### src/rtl/led_trail_pkg.sv
// Shared constants and arithmetic helpers for the LED trail PWM block.
package led_trail_pkg;

  // Width of the saturating sweep counter.
  localparam int SWEEP_W = 16;

  // Full-brightness level for a given level width.
  function automatic int max_level(input int pw);
    return (32'sd1 << pw) - 32'sd1;
  endfunction

  // Subtract b from a, clamping at zero instead of wrapping.
  function automatic int sat_sub(input int a, input int b);
    if (a > b) begin
      return a - b;
    end else begin
      return 32'sd0;
    end
  endfunction

endpackage

### src/rtl/led_pwm_chan.sv
// One LED channel: brightness level with load/decay and registered PWM compare.
module led_pwm_chan
  import led_trail_pkg::*;
#(
  parameter int PW  = 4,
  parameter int DEC = 4
) (
  input  logic          clk_i,
  input  logic          rstna_i,
  input  logic          pos_i,
  input  logic          step_i,
  input  logic          out_en_i,
  input  logic [PW-1:0] pwm_cnt_i,
  output logic          led_o
);

  localparam logic [PW-1:0] MAX = PW'(max_level(PW));

  logic [PW-1:0] lvl_q, lvl_d;
  logic          led_q, led_d;

  // Lit channel reloads full brightness; unlit channels decay on each step.
  always_comb begin
    lvl_d = lvl_q;
    if (pos_i) begin
      lvl_d = MAX;
    end else if (step_i) begin
      lvl_d = PW'(sat_sub(int'(lvl_q), DEC));
    end else begin
      lvl_d = lvl_q;
    end
    led_d = out_en_i && (pwm_cnt_i < lvl_q);
  end

  // Level and LED drive registers.
  always_ff @(posedge clk_i or negedge rstna_i) begin
    if (!rstna_i) begin
      lvl_q <= '0;
      led_q <= 1'b0;
    end else begin
      lvl_q <= lvl_d;
      led_q <= led_d;
    end
  end

  assign led_o = led_q;

endmodule

### src/rtl/led_trail_pwm.sv
// Turns a bouncing one-hot position into N PWM-dimmed LEDs with a decaying
// trail, counts completed sweeps and flags malformed position vectors.
module led_trail_pwm
  import led_trail_pkg::*;
#(
  parameter int N   = 8,
  parameter int PW  = 4,
  parameter int DEC = 4
) (
  input  logic               clk,
  input  logic               rstna,
  input  logic [N-1:0]       pos,
  input  logic               step,
  input  logic               tc,
  input  logic               out_en,
  input  logic               sweep_clr,
  output logic [N-1:0]       led,
  output logic [SWEEP_W-1:0] sweeps,
  output logic               pos_err
);

  // Counter wraps after MAX-1 so the PWM period is MAX cycles.
  localparam logic [PW-1:0] PWM_LAST = PW'(max_level(PW) - 1);

  logic [PW-1:0]      pwm_cnt_q, pwm_cnt_d;
  logic [SWEEP_W-1:0] sweeps_q, sweeps_d;
  logic               pos_err_q, pos_err_d;

  // Next-state for the shared PWM counter, sweep counter and one-hot check.
  always_comb begin
    pwm_cnt_d = pwm_cnt_q;
    if (pwm_cnt_q == PWM_LAST) begin
      pwm_cnt_d = '0;
    end else begin
      pwm_cnt_d = pwm_cnt_q + PW'(1);
    end

    sweeps_d = sweeps_q;
    if (sweep_clr) begin
      sweeps_d = '0;
    end else if (tc && (sweeps_q != {SWEEP_W{1'b1}})) begin
      sweeps_d = sweeps_q + SWEEP_W'(1);
    end else begin
      sweeps_d = sweeps_q;
    end

    // Zero, or a second set bit left after clearing the lowest one.
    pos_err_d = (pos == '0) || ((pos & (pos - N'(1))) != '0);
  end

  // Top-level state registers.
  always_ff @(posedge clk or negedge rstna) begin
    if (!rstna) begin
      pwm_cnt_q <= '0;
      sweeps_q  <= '0;
      pos_err_q <= 1'b0;
    end else begin
      pwm_cnt_q <= pwm_cnt_d;
      sweeps_q  <= sweeps_d;
      pos_err_q <= pos_err_d;
    end
  end

  for (genvar i = 0; i < N; i++) begin : g_chan
    led_pwm_chan #(
      .PW  (PW),
      .DEC (DEC)
    ) u_chan (
      .clk_i     (clk),
      .rstna_i   (rstna),
      .pos_i     (pos[i]),
      .step_i    (step),
      .out_en_i  (out_en),
      .pwm_cnt_i (pwm_cnt_q),
      .led_o     (led[i])
    );
  end

  assign sweeps  = sweeps_q;
  assign pos_err = pos_err_q;

endmodule
### config.mk
export PLATFORM = sky130hd
export DESIGN_NAME = led_trail_pwm
export DESIGN_NICKNAME = d
export VERILOG_FILES = /design/src/rtl/led_trail_pkg.sv /design/src/rtl/led_pwm_chan.sv /design/src/rtl/led_trail_pwm.sv
export SDC_FILE = /design/constraint.sdc
export NUM_CORES = 1
export LEC_CHECK = 0
export BUFFER_PORTS_ARGS = -buffer_cell sky130_fd_sc_hd__buf_2
export CORE_ASPECT_RATIO = 1.1
export CORE_MARGIN = 2
export CORE_UTILIZATION = 46
export CTS_CLUSTER_DIAMETER = 200
export DETAILED_ROUTE_END_ITERATION = 10
export PLACE_DENSITY = 0.66
export SLEW_MARGIN = 40
export SYNTH_ARGS = -nofsm -noshare
export SYNTH_HDL_FRONTEND = slang
export SYNTH_SLANG_ARGS = --single-unit
export TNS_END_PERCENT = 100
### constraint.sdc
create_clock -name clk -period 3.2 [get_ports clk]
set_input_delay 0.64 -clock clk [delete_from_list [all_inputs] [get_ports clk]]
set_output_delay 0.64 -clock clk [all_outputs]
set_load 0.02 [all_outputs]
==> results by group, run 1 <==
Pwr
  – Switch share: 26.1%
  – Leak: 0.00177 uW
  – Power Density: 380 nW/um2
  – Combinational fraction of design power: 12.9%
  – Peak supply drop: 203 uV
  – Sequential power share: 57.0%
  – Sw Pwr: 331 uW
  – Total power: 1270 uW
  – Share of power burned in the clock network: 30.2%
  – Int Power: 936 uW

Clock tree
  – CTS tree: done
  – Clk root buf: clkbuf_8
  – Clk slew on worst S/H paths: 90 ps
  – Clock Latency Late Sink: 300 ps
  – Post-CTS setup buffer count: 0
  – Number of buffers created by CTS: 5
  – CTS Buffer Depth: 2
  – Quantity of gates resized following cts: 0
  – CTS H-Tree Depth: 2
  – CTS sink cnt: 53
  – Hold_buf cts: 0

Global route
  – Vias in the first global route: 2151
  – First-pass GRT wire length: 10000 um
  – Initial antenna violation count: 0
  – Largest net degree at the start of global routing: 54
  – Grt ovf: 0
  – Total GRT Usage: 17.9%

Run status
  – Outcome: completed

Worst setup path
  – WS Path Type: flop to flop
  – Reg2reg start: sweeps[0]
  – Worst R2R End: sweeps[3]
  – Critical Path AT: 2120 ps
  – Crit. End Element: flop
  – Crit path launch type: flop
  – Critical Path Fanout Max: 10
  – Worst EP required: 3430 ps
  – Reg2reg setup slack: 1310 ps
  – Worst R2R Path Depth: 5

Logic synthesis
  – Yosys warnings: 0
  – Ys async rst share: 100%
  – Count of cell types in the netlist: 36
  – Leading area contributor after synthesis: dfrtp_1
  – Yosys top cell area share: 43.7%
  – Top_reg_cell synth: dfrtp_1
  – Seq/Total Area, Yosys: 43.7%
  – #FFs+latches synth: 53
  – Number of synthesized flops with an enable pin: 0
  – Top cells by area, synth: dfrtp_1 (44%), ha_1 (12%), a21o_1 (5.9%)
  – Synth Cell Area: 3040 um2
  – Mapped Nets: 353
  – Synthesized area per cell: 9.76 um2
  – Mapped Cells: 311

Floorplanning
  – Core area: 6480 um2
  – Top Ports: 39
  – DIE AREA: 7270 um2
  – Die width: 81.5 um
  – Cell Rows: 31
  – Starting Density: 46.9%
  – Die H: 89.2 um

Job
  – Max cap viols: 0

STA
  – Pins Over Slew Limit: 0
  – Worst slew pin tran: 704 ps
  – RSZ-0062 raised after global routing: no
  – Clk_skew: 2.59 ps
  – Max Fclk: 529 MHz
  – Setup violators final: 0
  – Final hold viol count: 0
  – Total negative slack: 0 ps
  – Tcrit/Tclk final: 59.0%
  – Slew headroom: 52.7%
  – Period minus WS final: 1890 ps

Finish
  – Share of cells above drive strength 1: 14.3%
  – Sequential cell area: 1330 um2
  – Area of the multi-input gates: 1510 um2
  – Most frequent cells in the layout: dfrtp_1 (53), buf_2 (38), inv_1 (29), a21oi_1 (29), ha_1 (28)
  – Most common cell after layout, fill and taps aside: dfrtp_1
  – Fill count: 624
  – Fin cells: 424
  – Area delta synth->final: 9.81%
  – # nets final: 384
  – Number of diodes: 0
  – Post-layout utilization of the core: 51.5%

Placed design
  – IO buf count: 38
  – Routability Congestion: 0.783
  – Final HPWL DP: 4240 um
  – Dpl cells: 417

Routing
  – Via/cell ratio: 5.53
  – Pre-antenna DRT Iters: 4
  – Drt total wl: 6000 um
  – Initial drt markers: 108
  – Routed len/inst: 14.1 um
  – Vias: 2343
  – Post-route DRC violation count: 0
  – Antenna viol nets, final: 0

Worst hold path
  – Worst min path class: input port to async pin
==> synthesized netlist by cell type (all sizes together) (3+ instances only) <==
| master | number |
|---|---|
| or4 | 7 |
| a21o | 24 |
| nand2b | 24 |
| or3 | 8 |
| o21ai | 20 |
| buf | 11 |
| clkbuf | 4 |
| o31ai | 11 |
| inv | 29 |
| nor3 | 4 |
| nor2 | 6 |
| mux2i | 5 |
| dfrtp | 53 |
| nand2 | 15 |
| ha | 28 |
| nand4 | 5 |
| nand3 | 8 |
| a21oi | 29 |
| a221o | 3 |
==> cell type report <==
type                    count  area share [%]
inverters                  29            3.26
flip-flops and latches     53            39.8
repair buffers             39            5.93
multi-input cells         214            45.4
well taps                  82            3.08
clock buffers               7            2.59
==> worst max path at each step <==
| stage | from | endpoint | slack (ps) | depth (start not counted) |
|---|---|---|---|---|
| global placement | tc | sweeps[14] | 1180 | 5 |
| global route | sweeps[0] | sweeps[3] | 1050 | 5 |
| CTS | sweeps[0] | sweeps[3] | 1320 | 5 |
| finish | sweeps[0] | sweeps[3] | 1310 | 5 |
| detailed placement | tc | sweeps[8] | 1130 | 5 |
| floorplan | tc | sweeps[14] | 1380 | 5 |
==> worst max-delay path: stages (launching register included) <==
cell and delay (ps):
dfrtp_1 450, ha_1 270, nand4_1 180, nor4_2 560
o21ai_0 210, a21oi_1 150
==> power groups by stage <==
stage | clock network, uW | registers [uW] | logic, uW
2_1_floorplan | 0 | 734 | 111
3_3_place_gp | 0 | 735 | 161
3_5_place_dp | 0 | 736 | 166
4_1_cts | 401 | 722 | 167
5_1_grt | 424 | 727 | 190
6_report | 382 | 722 | 163
==> routing by layer <==
| metal | up-vias | global-route usage [%] | wire length [um] |
|---|---|---|---|
| li1 | 1166 | - | - |
| met1 | 1121 | 22.8 | 2860 |
| met2 | 50 | 30.6 | 2810 |
| met3 | 6 | 3.64 | 249 |
| met4 | 0 | 5.55 | 82 |
| met5 | - | 0 | 0 |
==> state kept, by name, indices dropped and copies added, names as in the netlist <==
register and flops:
g_chan.u_chan.led_o 8, pos_err 1, pwm_cnt_q 4, g_chan.u_chan.lvl_q 24, sweeps 16
==> cell families (layout without fill, tap and decap cells) <==
family / Yosys count / after routing / synth area share (%)
fa+ha+maj: 29 / 29 / 11.9
buf+inv: 44 / 75 / 6.51
simple gates: 84 / 84 / 16.2
flops: 53 / 53 / 43.7
mux: 5 / 5 / 1.65
compound gates: 94 / 94 / 19.6
xor+xnor: 2 / 2 / 0.577
==> stage by stage <==
step	hold slack (ps)	worst slack, ps	instance area [um2]
2_1_floorplan	344	1380	3040
3_5_place_dp	485	1130	3250
6_report	447	1310	3330
3_3_place_gp	480	1180	3250
5_1_grt	502	1050	3330
4_1_cts	480	1320	3330
No activity file was read; power rests on OpenSTA's default activity.
==> run 2, diff against run 1 <==
--- a/config.mk
+++ b/config.mk
@@ -11,7 +11,7 @@
 export CORE_UTILIZATION = 46
 export CTS_CLUSTER_DIAMETER = 200
 export DETAILED_ROUTE_END_ITERATION = 10
-export PLACE_DENSITY = 0.66
+export PLACE_DENSITY = 0.68
 export SLEW_MARGIN = 40
 export SYNTH_ARGS = -nofsm -noshare
 export SYNTH_HDL_FRONTEND = slang
==> constraint.sdc (replaced) <==
create_clock -name clk -period 1.65 [get_ports clk]
set_input_delay 0.33 -clock clk [delete_from_list [all_inputs] [get_ports clk]]
set_output_delay 0.33 -clock clk [all_outputs]
set_load 0.02 [all_outputs]
==> run 2 against run 1 <==
Against the previous run:
- the run now ends with hold timing left
- non-clock buffer count rose by 23
- power is 99% higher
- utilization rose by 3.7 points
- clock power is 100% higher
- setup slack got worse by 1300 ps
- sequential power up 94%
- critical path depth down 1
- register-to-register slack worse by 1300 ps
- wire length rose by 6.1%
- first-iteration DRC count is 37% lower
- sequential cell count is the same
- global-route usage rose by 0.94 points
==> results by group, run 2 (same netlist as run 1, synthesis figures left out) <==
Run status
  – Outcome: finished with violations
  – Failing checks: hold timing

Clock tree
  – CTS H-Tree Depth: 2
  – CTS Buffer Depth: 2
  – CTS tree: done
  – Number of buffers created by CTS: 5
  – Clk slew on worst S/H paths: 90 ps
  – Hold_buf cts: 0
  – Clock Latency Late Sink: 310 ps
  – CTS sink cnt: 53
  – Clk root buf: clkbuf_8

Routing
  – Vias: 2425
  – Via/cell ratio: 5.43
  – Drt total wl: 6360 um
  – Routed len/inst: 14.2 um
  – Initial drt markers: 68
  – Antenna viol nets, final: 0
  – Post-route DRC violation count: 0
  – Pre-antenna DRT Iters: 6

STA
  – Final hold viol count: 3
  – Period minus WS final: 1650 ps
  – Clk_skew: 5.22 ps
  – Max Fclk: 606 MHz
  – Tcrit/Tclk final: 100%
  – Total negative slack: 0 ps
  – Tightest hold margin: -5.04 ps
  – Worst slew pin tran: 620 ps
  – RSZ-0062 raised after global routing: yes
  – Pins Over Slew Limit: 0
  – Setup violators final: 0
  – Slew headroom: 57.6%

Finish
  – Fin cells: 447
  – # nets final: 407
  – Max reg flops: 24
  – Most flops, register: g_chan.u_chan.lvl_q
  – Most common cell after layout, fill and taps aside: dfrtp_1
  – Share of cells above drive strength 1: 24.1%
  – Area delta synth->final: 17.7%
  – Sequential cell area: 1340 um2
  – Fill count: 575
  – Number of diodes: 0
  – Most frequent cells in the layout: dfrtp_1 (45), buf_2 (38), inv_1 (29)
  – Area of the multi-input gates: 1550 um2

Worst setup path
  – Reg2reg start: sweeps[7]
  – Crit path launch type: flop
  – WS Path Type: flop to flop
  – Critical Path Fanout Max: 8
  – Worst EP required: 1890 ps
  – Critical Path AT: 1890 ps
  – Crit. End Element: flop
  – Worst R2R Path Depth: 4
  – Critical path startpoint: sweeps[7]

Global route
  – Vias in the first global route: 2323
  – Total GRT Usage: 18.8%
  – Grt ovf: 0
  – Largest net degree at the start of global routing: 54
  – Initial antenna violation count: 0
  – First-pass GRT wire length: 10600 um

Floorplanning
  – Die width: 81.5 um
  – Core area: 6480 um2
  – DIE AREA: 7270 um2
  – Die H: 89.2 um
  – Top Ports: 39
  – Starting Density: 46.9%
  – Cell Rows: 31

Placed design
  – Dpl cells: 439
  – IO buf count: 38
  – Final HPWL DP: 4420 um
  – Routability Congestion: 0.805

Job
  – Max cap viols: 0

Pwr
  – Power Density: 705 nW/um2
  – Leak: 0.00188 uW
  – Peak supply drop: 406 uV

Worst hold path
  – Worst min path class: input port to async pin
## run 2: changes by cell type in the layout (fill, tap and decap cells not counted), sizes merged
cell / before / now
buf: 39 / 62
clkbuf: 7 / 6
clkinvlp: 0 / 1
## run 2: cell type report
type | instances | share of cell area (%)
sequential | 53 | 37.4
multi-input combinational | 214 | 43.5
inverter | 29 | 3.05
timing repair buffer | 62 | 10.7
clock inverter | 1 | 0.210
clock buffer | 6 | 2.31
tap | 82 | 2.87
## run 2: metrics by stage
step / hold slack, ps / setup slack, ps / power (uW) / instance area [um2] / util [%]
floorplan: 34.4 / -47.5 / 1640 / 3050 / -
global placement: 350 / 22.7 / 1760 / 3440 / 53.2
detailed placement: 351 / -120 / 1770 / 3440 / 53.2
CTS: 16.4 / 0.568 / 2530 / 3540 / 54.6
global route: 18.5 / -56.5 / 2640 / 3570 / 55.2
finish: -5.04 / 0.0695 / 2520 / 3570 / 55.2
## run 2: where the power goes
part | switching (uW) | total (uW) | internal (uW)
combinational | 201 | 347 | 146
clock | 439 | 772 | 333
sequential | 42.3 | 1400 | 1360
total | 683 | 2520 | 1840
## run 2: repair_timing
| action | 4_1_cts | 5_1_grt |
|---|---|---|
| setup buffers | 0 | 1 |
| endpoints found under the setup margin | 3 | 14 |
| gates resized for setup | 1 | 6 |
| pin swaps | 0 | 2 |
## run 2: routing by layer
metal | vias to the layer above | part of all wire, % | global-route usage, %
met4 | 0 | 1.8 | 6.16
li1 | 1209 | - | -
met5 | - | 0 | 0
met2 | 41 | 48 | 32.4
met3 | 9 | 3.9 | 3.43
met1 | 1166 | 47 | 23.9
## run 2: worst paths after layout
path                                             end  slack [ps]
setup / recovery                          sweeps[13]        0.07
hold reg to reg            g_chan[3].u_chan.lvl_q[3]         500
hold / removal                            sweeps[12]          -5
max in group asynchronous                  sweeps[1]        1390
setup reg to reg                          sweeps[13]        0.07
min in group clk           g_chan[0].u_chan.lvl_q[3]         270
## run 2: worst max-delay path, cell delays in order (launching register included)
cell and delay, ps:
dfrtp_2 440, nand4_4 170, or2_4 320, or4_1 510
a21oi_2 160
==> run 3, diff against run 2 <==
--- a/config.mk
+++ b/config.mk
@@ -15,5 +15,6 @@
 export SLEW_MARGIN = 40
 export SYNTH_ARGS = -nofsm -noshare
 export SYNTH_HDL_FRONTEND = slang
+export SYNTH_HIERARCHICAL = 1
 export SYNTH_SLANG_ARGS = --single-unit
 export TNS_END_PERCENT = 100
==> run 3 against run 2 <==
Against the previous run:
- the flow now finishes without violations
- worst hold slack better by 290 ps
- non-clock buffer count is 10 lower
- cell area is 2.9% lower
- clock power is 7.4% lower
- via count is 3.8% lower
- global-route usage is 0.21 points lower
- clock skew is 2.8 ps lower
- fmax is 3.4% higher
- setup slack better by 55 ps
- sequential share of layout area is 0.89 points higher
- critical path depth is 1 higher
- wire length is 4.6% lower
- largest cell class unchanged
==> results by group, run 3 <==
Run status
  – Outcome: completed

Global route
  – First-pass GRT wire length: 10200 um
  – Grt ovf: 0
  – Met2 Resource Use GR: 33.4%
  – Met1 Use GR: 22.6%
  – Initial antenna violation count: 0
  – Vias in the first global route: 2230
  – Largest net degree at the start of global routing: 21
  – Total GRT Usage: 18.6%
  – Busiest grt layer: met2
  – Global routing usage on met3: 3.78%

Finish
  – Most frequent cells in the layout: dfrtp_1 (51), buf_2 (38), inv_1 (36)
  – # nets final: 404
  – Number of diodes: 0
  – Fill count: 582
  – Max reg flops: 24
  – Most flops, register: g_chan.u_chan/lvl_q
  – Most common cell after layout, fill and taps aside: dfrtp_1
  – Design Area, Final: 3470 um2
  – Area delta synth->final: 16.1%
  – Share of cells above drive strength 1: 20.2%

STA
  – Max Fclk: 627 MHz
  – Slew headroom: 64.7%
  – Clk_skew: 2.41 ps
  – Setup violators final: 0
  – Period minus WS final: 1600 ps
  – Tcrit/Tclk final: 96.7%
  – Tightest hold margin: 287 ps
  – Worst slew pin tran: 529 ps
  – Pins Over Slew Limit: 0
  – Final hold viol count: 0
  – Total negative slack: 0 ps
  – RSZ-0062 raised after global routing: yes

Pwr
  – Total power: 2410 uW
  – Combinational fraction of design power: 13.0%
  – Power Density: 693 nW/um2
  – Sequential power share: 57.3%
  – Peak supply drop: 412 uV
  – Sw Pwr: 637 uW
  – Share of power burned in the clock network: 29.7%
  – Int Power: 1770 uW
  – Leak: 0.00176 uW
  – Switch share: 26.5%

Logic synthesis
  – Xor and xnor area share after synthesis: 0.293%
  – #FFs+latches synth: 53
  – Leading area contributor after synthesis: dfrtp_1
  – Mapped Cells: 310
  – Yosys warnings: 6
  – Yosys top cell area share: 44.4%
  – Top_reg_cell synth: dfrtp_1
  – Most common library cells after synthesis: dfrtp_1 (53), inv_1 (36), o21ai_0 (34)
  – Top-count cell post-synth: dfrtp_1
  – Post-synthesis mux area share: 1.09%
  – Largest family of logic cells by synthesized area: simple AND/OR/NAND/NOR gates
  – Mapped Nets: 349
  – Synthesized area per cell: 9.65 um2
  – Synth Area in Simple Gates: 20.2%
  – Seq/Total Area, Yosys: 44.4%
  – Ys async rst share: 100%
  – Synth Cell Area: 2990 um2
  – Top cells by area, synth: dfrtp_1 (44%), ha_1 (10%), o21ai_0 (5.7%)
  – Count of cell types in the netlist: 47
  – Adder-cell share of the synthesized area: 10.8%
  – Number of synthesized flops with an enable pin: 0
  – Compound-Gate Fraction of Synth Area: 17.9%

Job
  – Max cap viols: 0

Clock tree
  – Clock Latency Late Sink: 300 ps
  – CTS Buffer Depth: 2
  – Clk slew on worst S/H paths: 90 ps
  – Clk root buf: clkbuf_8
  – CTS H-Tree Depth: 2
  – Number of buffers created by CTS: 5
  – CTS tree: done
  – CTS sink cnt: 53

Routing
  – Initial drt markers: 52
  – Drt total wl: 6070 um
  – Pre-antenna DRT Iters: 4
  – Via/cell ratio: 5.23
  – Antenna viol nets, final: 0
  – Routed len/inst: 13.6 um
  – Vias: 2333
  – Post-route DRC violation count: 0

Placed design
  – Final HPWL DP: 4490 um
  – Placed Area: 3370 um2
  – Routability Congestion: 0.804
  – IO buf count: 38

Floorplanning
  – DIE AREA: 7160 um2
  – Top Ports: 39
  – Die H: 88.6 um
  – Cell Rows: 30
  – Core area: 6230 um2
  – Die width: 80.9 um
  – Starting Density: 48.0%

Worst setup path
  – Critical Path AT: 1790 ps
  – Reg2reg start: sweeps[0]
  – Critical path endpoint: sweeps[0]
  – Worst R2R Path Depth: 5
  – Critical path startpoint: sweeps[0]
  – Critical Path Fanout Max: 4
  – WS Path Type: flop to flop
  – Reg2reg setup slack: 50 ps
  – Worst R2R End: sweeps[0]
  – Worst EP required: 1840 ps
  – Crit path launch type: flop
  – Crit. End Element: flop

Worst hold path
  – Hold_sp: pos[2]
  – Worst min path class: input port to flop
run 3: how the worst min path moves through the flow:
| stage | to | slack (ps) | depth (start not counted) |
|---|---|---|---|
| global placement | sweeps[10] | 310 | 1 |
| global route | g_chan[0].u_chan/lvl_q[3] | 290 | 2 |
| CTS | g_chan[1].u_chan/lvl_q[3] | 270 | 2 |
| detailed placement | sweeps[11] | 320 | 1 |
| finish | g_chan[2].u_chan/lvl_q[3] | 290 | 2 |
| floorplan | g_chan[0].u_chan/led_o | 30 | 0 |
run 3: routing by layer:
layer,routed length [um],up-vias
met1,2680,1076
met4,79,0
met3,264,7
li1,-,1207
met5,0,-
met2,3050,43
run 3: metrics by stage:
step	utilization [%]	instances	worst slack, ps
floorplan	-	310	19.2
global placement	54.0	437	41.2
detailed placement	54.0	437	0.0975
CTS	55.6	446	3.74
global route	55.7	446	-87.8
finish	55.7	446	54.6
run 3: what timing repair did:
action,4_1_cts,5_1_grt
endpoints found under the setup margin,1,8
setup buffers,0,0
resized for setup,1,4
hold buffers,1,0
hold endpoints to repair,17,0
pin swaps,1,1
run 3: critical path: stages (launching register included):
cell and delay [ps]:
dfrtp_2 390, ha_4 150, nand4_1 170, nor4_2 300, nor2b_1 150, mux2_1 330
run 3: cell families (layout without fill, tap and decap cells):
family	count (synthesis)	after routing
muxes	3	3
adders and majority gates	26	26
buffers and inverters	40	96
DFF	53	53
and+or+nand+nor	98	98
AOI/OAI and AO/OA	89	89
xor gates and xnor gates	1	1
run 3: power groups by stage:
stage / registers [uW] / logic (uW) / clock network (uW)
after floorplan: 1430 / 158 / 0
after global placement: 1400 / 303 / 0
after detailed placement: 1410 / 314 / 0
after CTS: 1380 / 318 / 750
after global routing: 1390 / 363 / 798
final: 1380 / 312 / 715
run 3: layout make-up:
class / count / area (um2) / share of cell area [%]
Sequential cell: 53 / 1330 / 38.3
Clock buffer: 5 / 68.8 / 1.98
Tap cell: 80 / 100 / 2.88
Multi-Input combinational cell: 217 / 1520 / 43.9
Inverter: 36 / 135 / 3.89
Clock inverter: 3 / 17.5 / 0.505
Timing Repair Buffer: 52 / 298 / 8.58
